## config.mk

```make
export PLATFORM = sky130hd
export DESIGN_NAME = uart_tx_arbiter_flat
export DESIGN_NICKNAME = d
export VERILOG_FILES = /design/src/rtl/uart_tx_arbiter_if.sv /design/src/rtl/uart_tx_arbiter.sv /design/src/flat_wrapper.sv
export SDC_FILE = /design/constraint.sdc
export NUM_CORES = 1
export LEC_CHECK = 0
export ABC_AREA = 1
export CAP_MARGIN = 20
export CORE_ASPECT_RATIO = 0.9
export CORE_MARGIN = 2
export CORE_UTILIZATION = 45
export CTS_BUF_LIST = sky130_fd_sc_hd__clkbuf_4 sky130_fd_sc_hd__clkbuf_8 sky130_fd_sc_hd__clkbuf_16
export DETAILED_ROUTE_END_ITERATION = 8
export HOLD_SLACK_MARGIN = 0.02
export PLACE_DENSITY_LB_ADDON = 0.3
export SLEW_MARGIN = 10
export SYNTH_ARGS = -nofsm -noshare
export SYNTH_HDL_FRONTEND = slang
export SYNTH_SLANG_ARGS = --single-unit
export TNS_END_PERCENT = 30
```

## constraint.sdc

```tcl
create_clock -name clk -period 2.18 [get_ports clk]
set_input_delay 0.436 -clock clk [delete_from_list [all_inputs] [get_ports clk]]
set_output_delay 0.436 -clock clk [all_outputs]
set_load 0.02 [all_outputs]
```

## src/rtl/uart_tx_arbiter_if.sv

```systemverilog
// rtl/uart_tx_arbiter_if.sv - requester and transmitter signal bundle for uart_tx_arbiter
interface uart_tx_arbiter_if #(
  parameter int N_REQ = 4,
  parameter int DW    = 8
);
  logic [N_REQ-1:0]    req_valid;
  logic [N_REQ*DW-1:0] req_data;
  logic [N_REQ-1:0]    req_last;
  logic [N_REQ-1:0]    req_ready;
  logic [N_REQ-1:0]    grant;
  logic [DW-1:0]       tx_data;
  logic                tx_wr;
  logic                tx_busy;
  logic                timeout_err;

  // Requesters plus transmitter side, as seen from outside the arbiter
  modport master (
    output req_valid, req_data, req_last, tx_busy,
    input  req_ready, grant, tx_data, tx_wr, timeout_err
  );

  // The arbiter itself
  modport slave (
    input  req_valid, req_data, req_last, tx_busy,
    output req_ready, grant, tx_data, tx_wr, timeout_err
  );
endinterface

```

## src/rtl/uart_tx_arbiter.sv

```systemverilog
// rtl/uart_tx_arbiter.sv - round-robin burst arbiter sharing one UART transmitter
module uart_tx_arbiter #(
  parameter int N_REQ   = 4,
  parameter int DW      = 8,
  parameter int TIMEOUT = 1023
) (
  input  logic               clk,
  input  logic               rst,
  uart_tx_arbiter_if.slave   bus
);

  localparam int PW = (N_REQ > 1) ? $clog2(N_REQ) : 1;
  localparam int CW = $clog2(TIMEOUT + 1);

  typedef enum logic [1:0] {IDLE, GRANT, GAP} state_t;

  state_t           state, state_n;
  logic [N_REQ-1:0] grant_q, grant_n;
  logic [PW-1:0]    owner_q, owner_n;
  logic [PW-1:0]    ptr_q, ptr_n;
  logic [CW-1:0]    cnt_q, cnt_n;
  logic             last_q, last_n;
  logic [DW-1:0]    tx_data_q, tx_data_n;
  logic             tx_wr_q, tx_wr_n;
  logic             tout_q, tout_n;

  logic             sel_found;
  logic [PW-1:0]    sel_idx;
  logic [N_REQ-1:0] sel_onehot;
  int               pos;
  logic [DW-1:0]    owner_data;
  logic             owner_valid;
  logic             owner_last;
  logic             accept;
  logic [PW-1:0]    next_ptr;

  assign owner_valid = bus.req_valid[owner_q];
  assign owner_last  = bus.req_last[owner_q];
  assign accept      = (state == GRANT) && owner_valid && !bus.tx_busy;
  assign next_ptr    = (owner_q == PW'(N_REQ - 1)) ? '0 : owner_q + PW'(1);

  // Ready depends only on registered state and tx_busy, never on req_valid
  assign bus.req_ready   = (state == GRANT && !bus.tx_busy) ? grant_q : '0;
  assign bus.grant       = grant_q;
  assign bus.tx_data     = tx_data_q;
  assign bus.tx_wr       = tx_wr_q;
  assign bus.timeout_err = tout_q;

  // Pick the first valid requester at or after ptr; scanning from the far end lets the nearest win
  always_comb begin
    sel_found  = 1'b0;
    sel_idx    = '0;
    sel_onehot = '0;
    pos        = 0;
    for (int i = N_REQ - 1; i >= 0; i--) begin
      pos = int'(ptr_q) + i;
      if (pos >= N_REQ) pos = pos - N_REQ;
      if (bus.req_valid[pos[PW-1:0]]) begin
        sel_found = 1'b1;
        sel_idx   = pos[PW-1:0];
      end
    end
    for (int j = 0; j < N_REQ; j++) begin
      sel_onehot[j] = (sel_idx == PW'(j));
    end
  end

  // Select the owner's data lane with constant slices
  always_comb begin
    owner_data = '0;
    for (int i = 0; i < N_REQ; i++) begin
      if (owner_q == PW'(i)) owner_data = bus.req_data[i*DW +: DW];
    end
  end

  // Next-state and next-output decode
  always_comb begin
    state_n   = state;
    grant_n   = grant_q;
    owner_n   = owner_q;
    ptr_n     = ptr_q;
    cnt_n     = cnt_q;
    last_n    = last_q;
    tx_data_n = tx_data_q;
    tx_wr_n   = 1'b0;
    tout_n    = 1'b0;
    case (state)
      IDLE: begin
        if (sel_found) begin
          grant_n = sel_onehot;
          owner_n = sel_idx;
          cnt_n   = '0;
          state_n = GRANT;
        end
      end
      GRANT: begin
        if (accept) begin
          tx_data_n = owner_data;
          last_n    = owner_last;
          cnt_n     = '0;
          tx_wr_n   = 1'b1;
          state_n   = GAP;
        end else if (!owner_valid) begin
          // Owner idle inside its burst; a busy-stalled owner does not count
          if (cnt_q == CW'(TIMEOUT - 1)) begin
            tout_n  = 1'b1;
            grant_n = '0;
            ptr_n   = next_ptr;
            cnt_n   = '0;
            state_n = IDLE;
          end else begin
            cnt_n = cnt_q + CW'(1);
          end
        end
      end
      GAP: begin
        // The strobe cycle gives tx_busy time to rise before the next byte is offered
        if (last_q) begin
          grant_n = '0;
          ptr_n   = next_ptr;
          state_n = IDLE;
        end else begin
          state_n = GRANT;
        end
      end
      default: state_n = IDLE;
    endcase
  end

  // State and output registers; reset abandons any burst in flight
  always_ff @(posedge clk or negedge rst) begin
    if (!rst) begin
      state     <= IDLE;
      grant_q   <= '0;
      owner_q   <= '0;
      ptr_q     <= '0;
      cnt_q     <= '0;
      last_q    <= 1'b0;
      tx_data_q <= '0;
      tx_wr_q   <= 1'b0;
      tout_q    <= 1'b0;
    end else begin
      state     <= state_n;
      grant_q   <= grant_n;
      owner_q   <= owner_n;
      ptr_q     <= ptr_n;
      cnt_q     <= cnt_n;
      last_q    <= last_n;
      tx_data_q <= tx_data_n;
      tx_wr_q   <= tx_wr_n;
      tout_q    <= tout_n;
    end
  end

endmodule

```

## src/flat_wrapper.sv

```systemverilog
// flat-port wrapper written by rule: the top's interface ports become plain ports
module uart_tx_arbiter_flat 
#(
  parameter int N_REQ   = 4,
  parameter int DW      = 8,
  parameter int TIMEOUT = 1023
)
  (clk, rst, bus_req_valid, bus_req_data, bus_req_last, bus_tx_busy, bus_req_ready, bus_grant, bus_tx_data, bus_tx_wr, bus_timeout_err);
  uart_tx_arbiter_if #(.N_REQ(N_REQ), .DW(DW)) bus_i ();
  input  logic clk;
  input  logic rst;
  input wire logic [$bits(bus_i.req_valid)-1:0] bus_req_valid;
  input wire logic [$bits(bus_i.req_data)-1:0] bus_req_data;
  input wire logic [$bits(bus_i.req_last)-1:0] bus_req_last;
  input wire logic [$bits(bus_i.tx_busy)-1:0] bus_tx_busy;
  output wire logic [$bits(bus_i.req_ready)-1:0] bus_req_ready;
  output wire logic [$bits(bus_i.grant)-1:0] bus_grant;
  output wire logic [$bits(bus_i.tx_data)-1:0] bus_tx_data;
  output wire logic [$bits(bus_i.tx_wr)-1:0] bus_tx_wr;
  output wire logic [$bits(bus_i.timeout_err)-1:0] bus_timeout_err;
  assign bus_i.req_valid = bus_req_valid;
  assign bus_i.req_data = bus_req_data;
  assign bus_i.req_last = bus_req_last;
  assign bus_i.tx_busy = bus_tx_busy;
  assign bus_req_ready = bus_i.req_ready;
  assign bus_grant = bus_i.grant;
  assign bus_tx_data = bus_i.tx_data;
  assign bus_tx_wr = bus_i.tx_wr;
  assign bus_timeout_err = bus_i.timeout_err;
  uart_tx_arbiter #(.N_REQ(N_REQ), .DW(DW), .TIMEOUT(TIMEOUT)) u_core (.clk(clk), .rst(rst), .bus(bus_i));
endmodule
```

* Word-level counts from Yosys, hierarchy flattened
Cells that the tools add are included.
** Word-level totals
- Output and inout port bits :: 18
- Word-level logic and storage cells :: 117
- Register bits after elaboration :: 31
- Input port bits :: 43
** Cells by class
- $add $sub $neg :: 9
- Reductions and logical operators :: 16
- Multiplexer cells :: 58
- Equality and inequality tests :: 16
- Order comparisons :: 9
** Operators with widths (number)
- $mux W10 :: 4
- $mux W2 :: 17
- $mux W8 :: 4
- $mux W4 :: 6
- $pmux W10 S2 :: 1
- $mux W1 :: 17
- $lt A2 B3 Y1 const B :: 5
- $bmux W1 S2 :: 6
- $pmux W4 S3 :: 1
- $add A10 B1 Y10 const B :: 1
- $eq A10 B10 Y1 const B :: 1
- $eq A2 B2 Y1 const B :: 5
- $ge A3 B3 Y1 const B :: 3
- $sub A2 B1 Y2 const B :: 4
- $add A2 B2 Y3 const B :: 2
- $eq A2 B1 Y1 const B :: 3
- $logic_not A2 Y1 :: 3
- $ne A2 B2 Y1 const B :: 3
- $pmux W2 S3 :: 1
- $reduce_and A3 Y1 :: 2
- $reduce_and A6 Y1 :: 1
- $reduce_and A5 Y1 :: 1
- $ne A2 B1 Y1 const B :: 2
- $pmux W2 S2 :: 1
- 10 further kinds :: 14

* Longest topological paths before layout
Gate-level depths: netlist of run 1.
- Depth in word-level cells :: 12
- Depth in mapped cells :: 13
- Mapped depth without buffers :: 12

* Worst setup path after synthesis of run 1
Ideal clock, no wire load.
- Path type :: register -> output
- From :: register u_core.state[1]
- To :: output bus_req_ready[0]
- Stages on the path, launching flop included :: 7
- Data arrival time :: 1.289 ns
- Path buffers :: 0
- Required time :: 1.744 ns
- Path slack :: 0.455 ns
- Cell sequence :: dfrtp_1 -> inv_1 -> ha_1 -> inv_2 -> nor2_1 -> inv_2 -> nor2_1
** On the way
- Cells in the longest elaborated chain, start to end :: 3
** RTL lines
- start, declared :: line uart_tx_arbiter.sv:17 : state_t state, state_n;
- start signal, assigned :: line uart_tx_arbiter.sv:143 : state <= state_n;
- $eq A2 B1 Y1 :: line uart_tx_arbiter.sv:43 : assign bus.req_ready = (state == GRANT && !bus.tx_busy) ? grant_q : '0;
- $logic_and A1 B1 Y1 :: line uart_tx_arbiter.sv:43
- $mux W4 :: line uart_tx_arbiter.sv:43
- end, declared :: line flat_wrapper.sv:16 : output wire logic [$bits(bus_i.req_ready)-1:0] bus_req_ready;
Every way passes these cells.

* Worst setup path after layout of run 1
Same ends and word-level chain as after synthesis.

==> results.md, run 1 <==
- Type of the worst setup path: reg -> out
- DR iter-0 viols: 92
- Pint: 2.169 mW
- Sw Pwr: 1.897 mW
- Top FF cell, synth: dfrtp_1
- Antenna violations before repair: 0
- Hold path start: u_core.bus.tx_data[2]
- DR vias: 2,300
- R2R cell count: 12
- Drt pass-1 iters: 4
- DRT antenna net count: 0
- Distinct cell type count after synthesis: 33
- Clock Latency Late Sink: 0.29 ns
- Most frequent cell after synthesis: nand2_1
- Largest area contributor in the netlist: dfrtp_1
- Sequential share of power: 22.7%
- Max Root-Sink Buffers: 2
- Final wirelength: 5.781 mm
- Root Buffer: clkbuf_8
- Critical path's slowest cell: dfrtp_1
- PortBufs: 60
- Top post-synthesis cells by count: nand2_1, inv_1, dfrtp_1
- Seq cells post-synth: 31
- Design Power: 4.065 mW
- Crit start category: register
- Synth async-reset ratio: 100.0%
- Setup ws final: 0.09188 ns
- Critical Path Max Stage Delay: 0.42 ns
- Status: finished, final reports clean
- Unrepaired setup endpoints after global routing: yes
- Tcrit/Tclk final: 95.79%
- RR Endpoint: u_core.cnt_q[3]
- Post-Syn Area: 0.002308 mm2
- Largest net degree at the start of global routing: 32
- Top-Level Pins: 61
- Hold WC Path Type: reg -> reg
- Die X-Extent: 79.50 um
- Via density: 4.904
- Clock sink count: 31
- DIE AREA: 0.005719 mm2
- Hold depth: 2
- Combinational share of power: 60.4%
- Synth top area share: 33.60%
- Crit path DAT: 1.65 ns
- Maxcap violations: 0
- Synthesis Warnings: 0
- Setup Viol. Count Final: 0
- Cell Pwr Density: 1287 mW/mm2
- Fillers: 457
- Row count: 24
- Post-Syn Instances: 333
- Final Hold Vio Count: 0
- Crit end category: output pin
- R2R setup slack: 0.31 ns
- Power share of the clock group: 16.9%
- H-tree levels: 2
- Number of global-route vias before repair: 2,176
- Sequential area share after synthesis: 33.60%
- First-pass GRT wire length: 9.694 mm
- Final nets: 456
- Pre-CTS WS: -0.05779 ns
- Reg2reg start: u_core.state[1]
- RePlAce Congestion: 0.8292
- Syn avg cell area: 6.932 um2
- Leakage power: 1.497 nW
- ANT cells: 0
- Die H: 71.95 um
- Core Region: 0.004895 mm2
- EDFF count, synth: 0
- CTS Buf Count: 5
- Fmax: 478.9 MHz
- CTS tree: built
- Hold endpoint: u_core.bus.tx_data[2]
- Remaining Overflow, GRT: 0
- Overall routing resource usage: 21.47%
- Synth top area cells: dfrtp_1, nand2_1, inv_1
- Worst vdd ir: 0.0008194 V
- Wirelength per Cell: 12.33 um
- Synth Net Count: 386
- Worst-path cell chain: inv_1 > ha_1 > inv_2 > nor2_1 > inv_2 > nor2_1 > dlygate4sd2_1
- Switching part of the total: 46.65%
- Worst Tran Pin Value: 0.5490 ns
- Worst Skew: 0.009271 ns
- HPWL after DPL: 4.324 mm
- Post-route DRC: 0
- Starting density of the core: 47.16%
- Fin cells: 469
- Layout cell share with drive strength beyond 1: 14.36%
- Layout area overhead: 36.80%
- CP max FO: 5
- Critical Path RT: 1.74 ns
- Slew Viols, Final: 0
- DP Cell Count: 461
- Fin crit period: 2.088 ns
- Worst-path clk slew: 0.07 ns
- Max_slew headroom: 63.40%
- Cts hold-fix bufs: 0
-- placed cells by master, fill, tap and decap left out, types with 2 or more instances in the layout --
cell type and count:
nand2_1 106, clkdlybuf4s50_1 56, inv_1 35, dfrtp_1 31, nor2_1 28, o21ai_0 19, nand3_1 18, o21ai_1 10
ha_1 10, a21oi_1 9, buf_4 9, inv_2 8, nand2_2 8, a22oi_1 8, nor2_2 6, nor3_1 6
o21ai_2 6, clkbuf_8 5, nor2_4 2, nand3_4 2, nand2_4 2, nand3_2 2, nand4_1 2, bufinv_16 2
clkdlybuf4s15_1 2
-- layout make-up --
type | instances | area [um2] | share of cell area, %
Clock buffer | 5 | 68.82 | 2.179
Clock inverter | 3 | 67.56 | 2.139
Inverter | 45 | 171.4 | 5.428
Multi-Input combinational cell | 250 | 1311 | 41.52
Sequential cell | 31 | 775.7 | 24.56
Tap cell | 65 | 81.33 | 2.575
Timing Repair Buffer | 70 | 681.9 | 21.59
-- registers in the layout, indices dropped and copies added, names as in the netlist --
name / count
u_core.cnt_q: 10
u_core.bus.tx_data: 8
u_core.bus.grant: 4
u_core.owner_q: 2
u_core.ptr_q: 2
u_core.state: 2
u_core.bus.timeout_err: 1
u_core.bus.tx_wr: 1
u_core.last_q: 1
-- how the worst max path moves through the flow --
stage / startpoint / to / cells after the start
final: u_core.state[1] / bus_req_ready[0] / 7
after global routing: u_core.state[1] / bus_req_ready[1] / 7
after CTS: u_core.state[1] / bus_req_ready[1] / 7
after detailed placement: bus_tx_busy / bus_req_ready[1] / 5
after global placement: bus_tx_busy / bus_req_ready[3] / 5
after floorplan: u_core.state[1] / bus_req_ready[0] / 6
-- power groups by stage --
stage          clock (mW)  sequential (mW)  combinational [mW]
2_1_floorplan           0            0.996                1.63
5_1_grt             0.720            0.952                2.75
4_1_cts             0.695            0.920                2.47
3_5_place_dp            0            0.928                2.44
6_report            0.686            0.923                2.46
3_3_place_gp            0            0.921                2.40
-- layer usage --
metal	GRT usage (%)	vias up	part of all wire (%)
met4	5.939	0	1.4
met2	36.79	60	45
li1	-	1204	-
met3	5.348	8	6.4
met1	27.11	1028	47
met5	0	-	0
-- stage by stage --
step	hold WS [ns]	cell area [um2]	utilization, %	setup TNS [ns]
after global routing	0.5192	3158	64.52	-0.005741
final	0.4978	3158	64.52	0
after global placement	0.4756	3028	61.86	0
after CTS	0.5019	3159	64.55	0
after floorplan	0.1404	2308	-	0
after detailed placement	0.4847	3028	61.86	-0.2183
-- what timing repair did --
item,CTS,global route
gates resized for setup,4,4
buffers inserted,0,0
endpoints found under the setup margin,4,3
pin swaps,0,0
-- cell families after synthesis --
group	Yosys count	synth area share, %
AND/OR/NAND/NOR	184	36.96
AO/OA/AOI/OAI	55	14.04
buffers and inverters	52	9.593
flip-flops	31	33.60
adder cells (fa/ha/maj)	10	5.420
XOR/XNOR	1	0.3795
-- worst max-delay path, delay by kind of cell, from the launching register on --
| kind | cells | cell delay [ns] |
|---|---|---|
| simple gates | 2 | 0.20 |
| fa+ha+maj | 1 | 0.18 |
| flops | 1 | 0.42 |
| buf+inv | 4 | 0.56 |
No activity file was read; power rests on OpenSTA's default activity.
==> run 2: changes to the inputs <==
--- a/config.mk
+++ b/config.mk
@@ -7,9 +7,11 @@
 export LEC_CHECK = 0
 export ABC_AREA = 1
 export CAP_MARGIN = 20
+export CELL_PAD_IN_SITES_DETAIL_PLACEMENT = 1
+export CELL_PAD_IN_SITES_GLOBAL_PLACEMENT = 1
 export CORE_ASPECT_RATIO = 0.9
 export CORE_MARGIN = 2
-export CORE_UTILIZATION = 45
+export CORE_UTILIZATION = 34
 export CTS_BUF_LIST = sky130_fd_sc_hd__clkbuf_4 sky130_fd_sc_hd__clkbuf_8 sky130_fd_sc_hd__clkbuf_16
 export DETAILED_ROUTE_END_ITERATION = 8
 export HOLD_SLACK_MARGIN = 0.02
==> results.md, run 2 (synthesized netlist as in run 1, its figures left out) <==
- Finished Core Util: 48.31%
- First-pass GRT wire length: 11.54 mm
- Layout area overhead: 37.83%
- Resized Gates After CTS: 4
- Clock Latency Late Sink: 0.28 ns
- Top reg by flops: u_core.cnt_q
- DR iter-0 viols: 81
- DRT antenna net count: 0
- Setup ws final: 0.2658 ns
- Leakage power: 1.501 nW
- Worst-path clk slew: 0.07 ns
- Hold endpoint: u_core.bus.tx_data[6]
- Remaining Overflow, GRT: 0
- PortBufs: 60
- Slew Viols, Final: 0
- Critical path's slowest cell: dfrtp_1
- HPWL after DPL: 5.239 mm
- Starting density of the core: 35.05%
- Die H: 82.17 um
- Setup TNS: 0 ns
- H-tree levels: 2
- Crit start category: register
- Worst-path cell chain: inv_1 > ha_1 > inv_2 > nor2_1 > inv_2 > nor2_1 > clkbuf_2
- Hold_ws: 0.4880 ns
- Row count: 28
- Hold depth: 2
- CTS Buf Count: 5
- RePlAce Congestion: 0.7969
- Maxcap violations: 0
- Unrepaired setup endpoints after global routing: no
- Max_slew headroom: 65.23%
- Final wirelength: 6.526 mm
- Reg2reg start: u_core.cnt_q[0]
- Fmax: 522.4 MHz
- Max Root-Sink Buffers: 2
- Overall routing resource usage: 19.05%
- Most common cell after layout, fill and taps aside: nand2_1
- Fillers: 881
- Via density: 4.790
- Hold WC Path Type: reg -> reg
- DR vias: 2,371
- Tcrit/Tclk final: 87.81%
- R2R setup slack: 0.30 ns
- Fin crit period: 1.914 ns
- Hold path start: u_core.bus.tx_data[6]
- Largest register FFs: 10
- Antenna violations before repair: 0
- Post-CTS Setup Bufs: 0
- Number of global-route vias before repair: 2,578
- CP max FO: 5
- Type of the worst setup path: reg -> out
- Drt pass-1 iters: 4
- Die X-Extent: 90.86 um
- Layout cell share with drive strength beyond 1: 15.31%
- Cts hold-fix bufs: 0
- CTS tree: built
- Critical Path Max Stage Delay: 0.41 ns
- ANT cells: 0
- Setup Viol. Count Final: 0
- Final Hold Vio Count: 0
- Clock sink count: 31
- Crit end category: output pin
- Pre-CTS WS: -0.04454 ns
- RR Endpoint: u_core.bus.grant[1]
- Status: finished, final reports clean
- Worst Tran Pin Value: 0.5215 ns
- R2R cell count: 12
- DIE AREA: 0.007466 mm2
- Root Buffer: clkbuf_8
- Cell Pwr Density: 1283 mW/mm2
- Post-route DRC: 0
- Top-Level Pins: 61
- Critical Path RT: 1.74 ns
- Crit path DAT: 1.48 ns
- Core Region: 0.006586 mm2
- Wirelength per Cell: 13.18 um
- Worst Skew: 0.006751 ns
- Largest net degree at the start of global routing: 32
- Worst vdd ir: 0.0005871 V
- Most frequent cells in the layout: nand2_1, clkdlybuf4s50_1, inv_1
- Final nets: 457
## run 2: cell count changes in the layout (fill, tap and decap cells not counted)
cell | before | now
buf_12 | 1 | 2
bufinv_16 | 2 | 1
clkbuf_2 | 1 | 4
clkbuf_8 | 5 | 6
clkdlybuf4s15_1 | 2 | 0
clkinv_2 | 0 | 1
clkinvlp_4 | 1 | 0
dlygate4sd2_1 | 1 | 0
nor2_2 | 6 | 5
nor2_4 | 2 | 3
## run 2: metrics by stage
step / std cells / instance area, um2 / total power, mW
CTS: 495 / 3192 / 4.134
global route: 495 / 3182 / 4.479
floorplan: 333 / 2308 / 2.631
finish: 495 / 3182 / 4.084
global placement: 487 / 3079 / 3.436
detailed placement: 487 / 3079 / 3.533
## run 2: power by group
part	total (mW)	switching (mW)	leakage [nW]	internal (mW)
clock	0.587	0.217	0.0612	0.370
sequential	0.926	0.170	0.409	0.756
combinational	2.57	1.55	1.03	1.02
## run 2: how the worst max path moves through the flow
stage	start	end	cells after the start
floorplan	u_core.state[1]	bus_req_ready[0]	6
global placement	bus_tx_busy	bus_req_ready[3]	5
detailed placement	bus_tx_busy	bus_req_ready[3]	5
CTS	u_core.state[1]	bus_req_ready[3]	7
global route	u_core.state[1]	bus_req_ready[1]	7
finish	u_core.state[1]	bus_req_ready[3]	7
## run 2: final cells by class
| type | instances | area [um2] | area share [%] |
|---|---|---|---|
| multi-input combinational | 250 | 1316 | 41.37 |
| sequential | 31 | 775.7 | 24.38 |
| timing repair buffer | 71 | 688.2 | 21.63 |
| inverter | 45 | 171.4 | 5.387 |
| tap | 90 | 112.6 | 3.539 |
| clock buffer | 6 | 82.58 | 2.595 |
| clock inverter | 2 | 35.03 | 1.101 |
## run 2: worst max-delay path, delay by kind of cell, from the launching register on
| family | cells | cell delay, ns |
|---|---|---|
| fa+ha+maj | 1 | 0.18 |
| buf+inv | 4 | 0.40 |
| flops | 1 | 0.41 |
| simple gates | 2 | 0.21 |
## run 2: layer usage
metal	routed length [um]	track usage, %	share of wire, %
met5	0	0	0
met2	3220	36.12	49
met4	111	5.909	1.7
met1	2942	22.11	45
met3	252	3.721	3.9
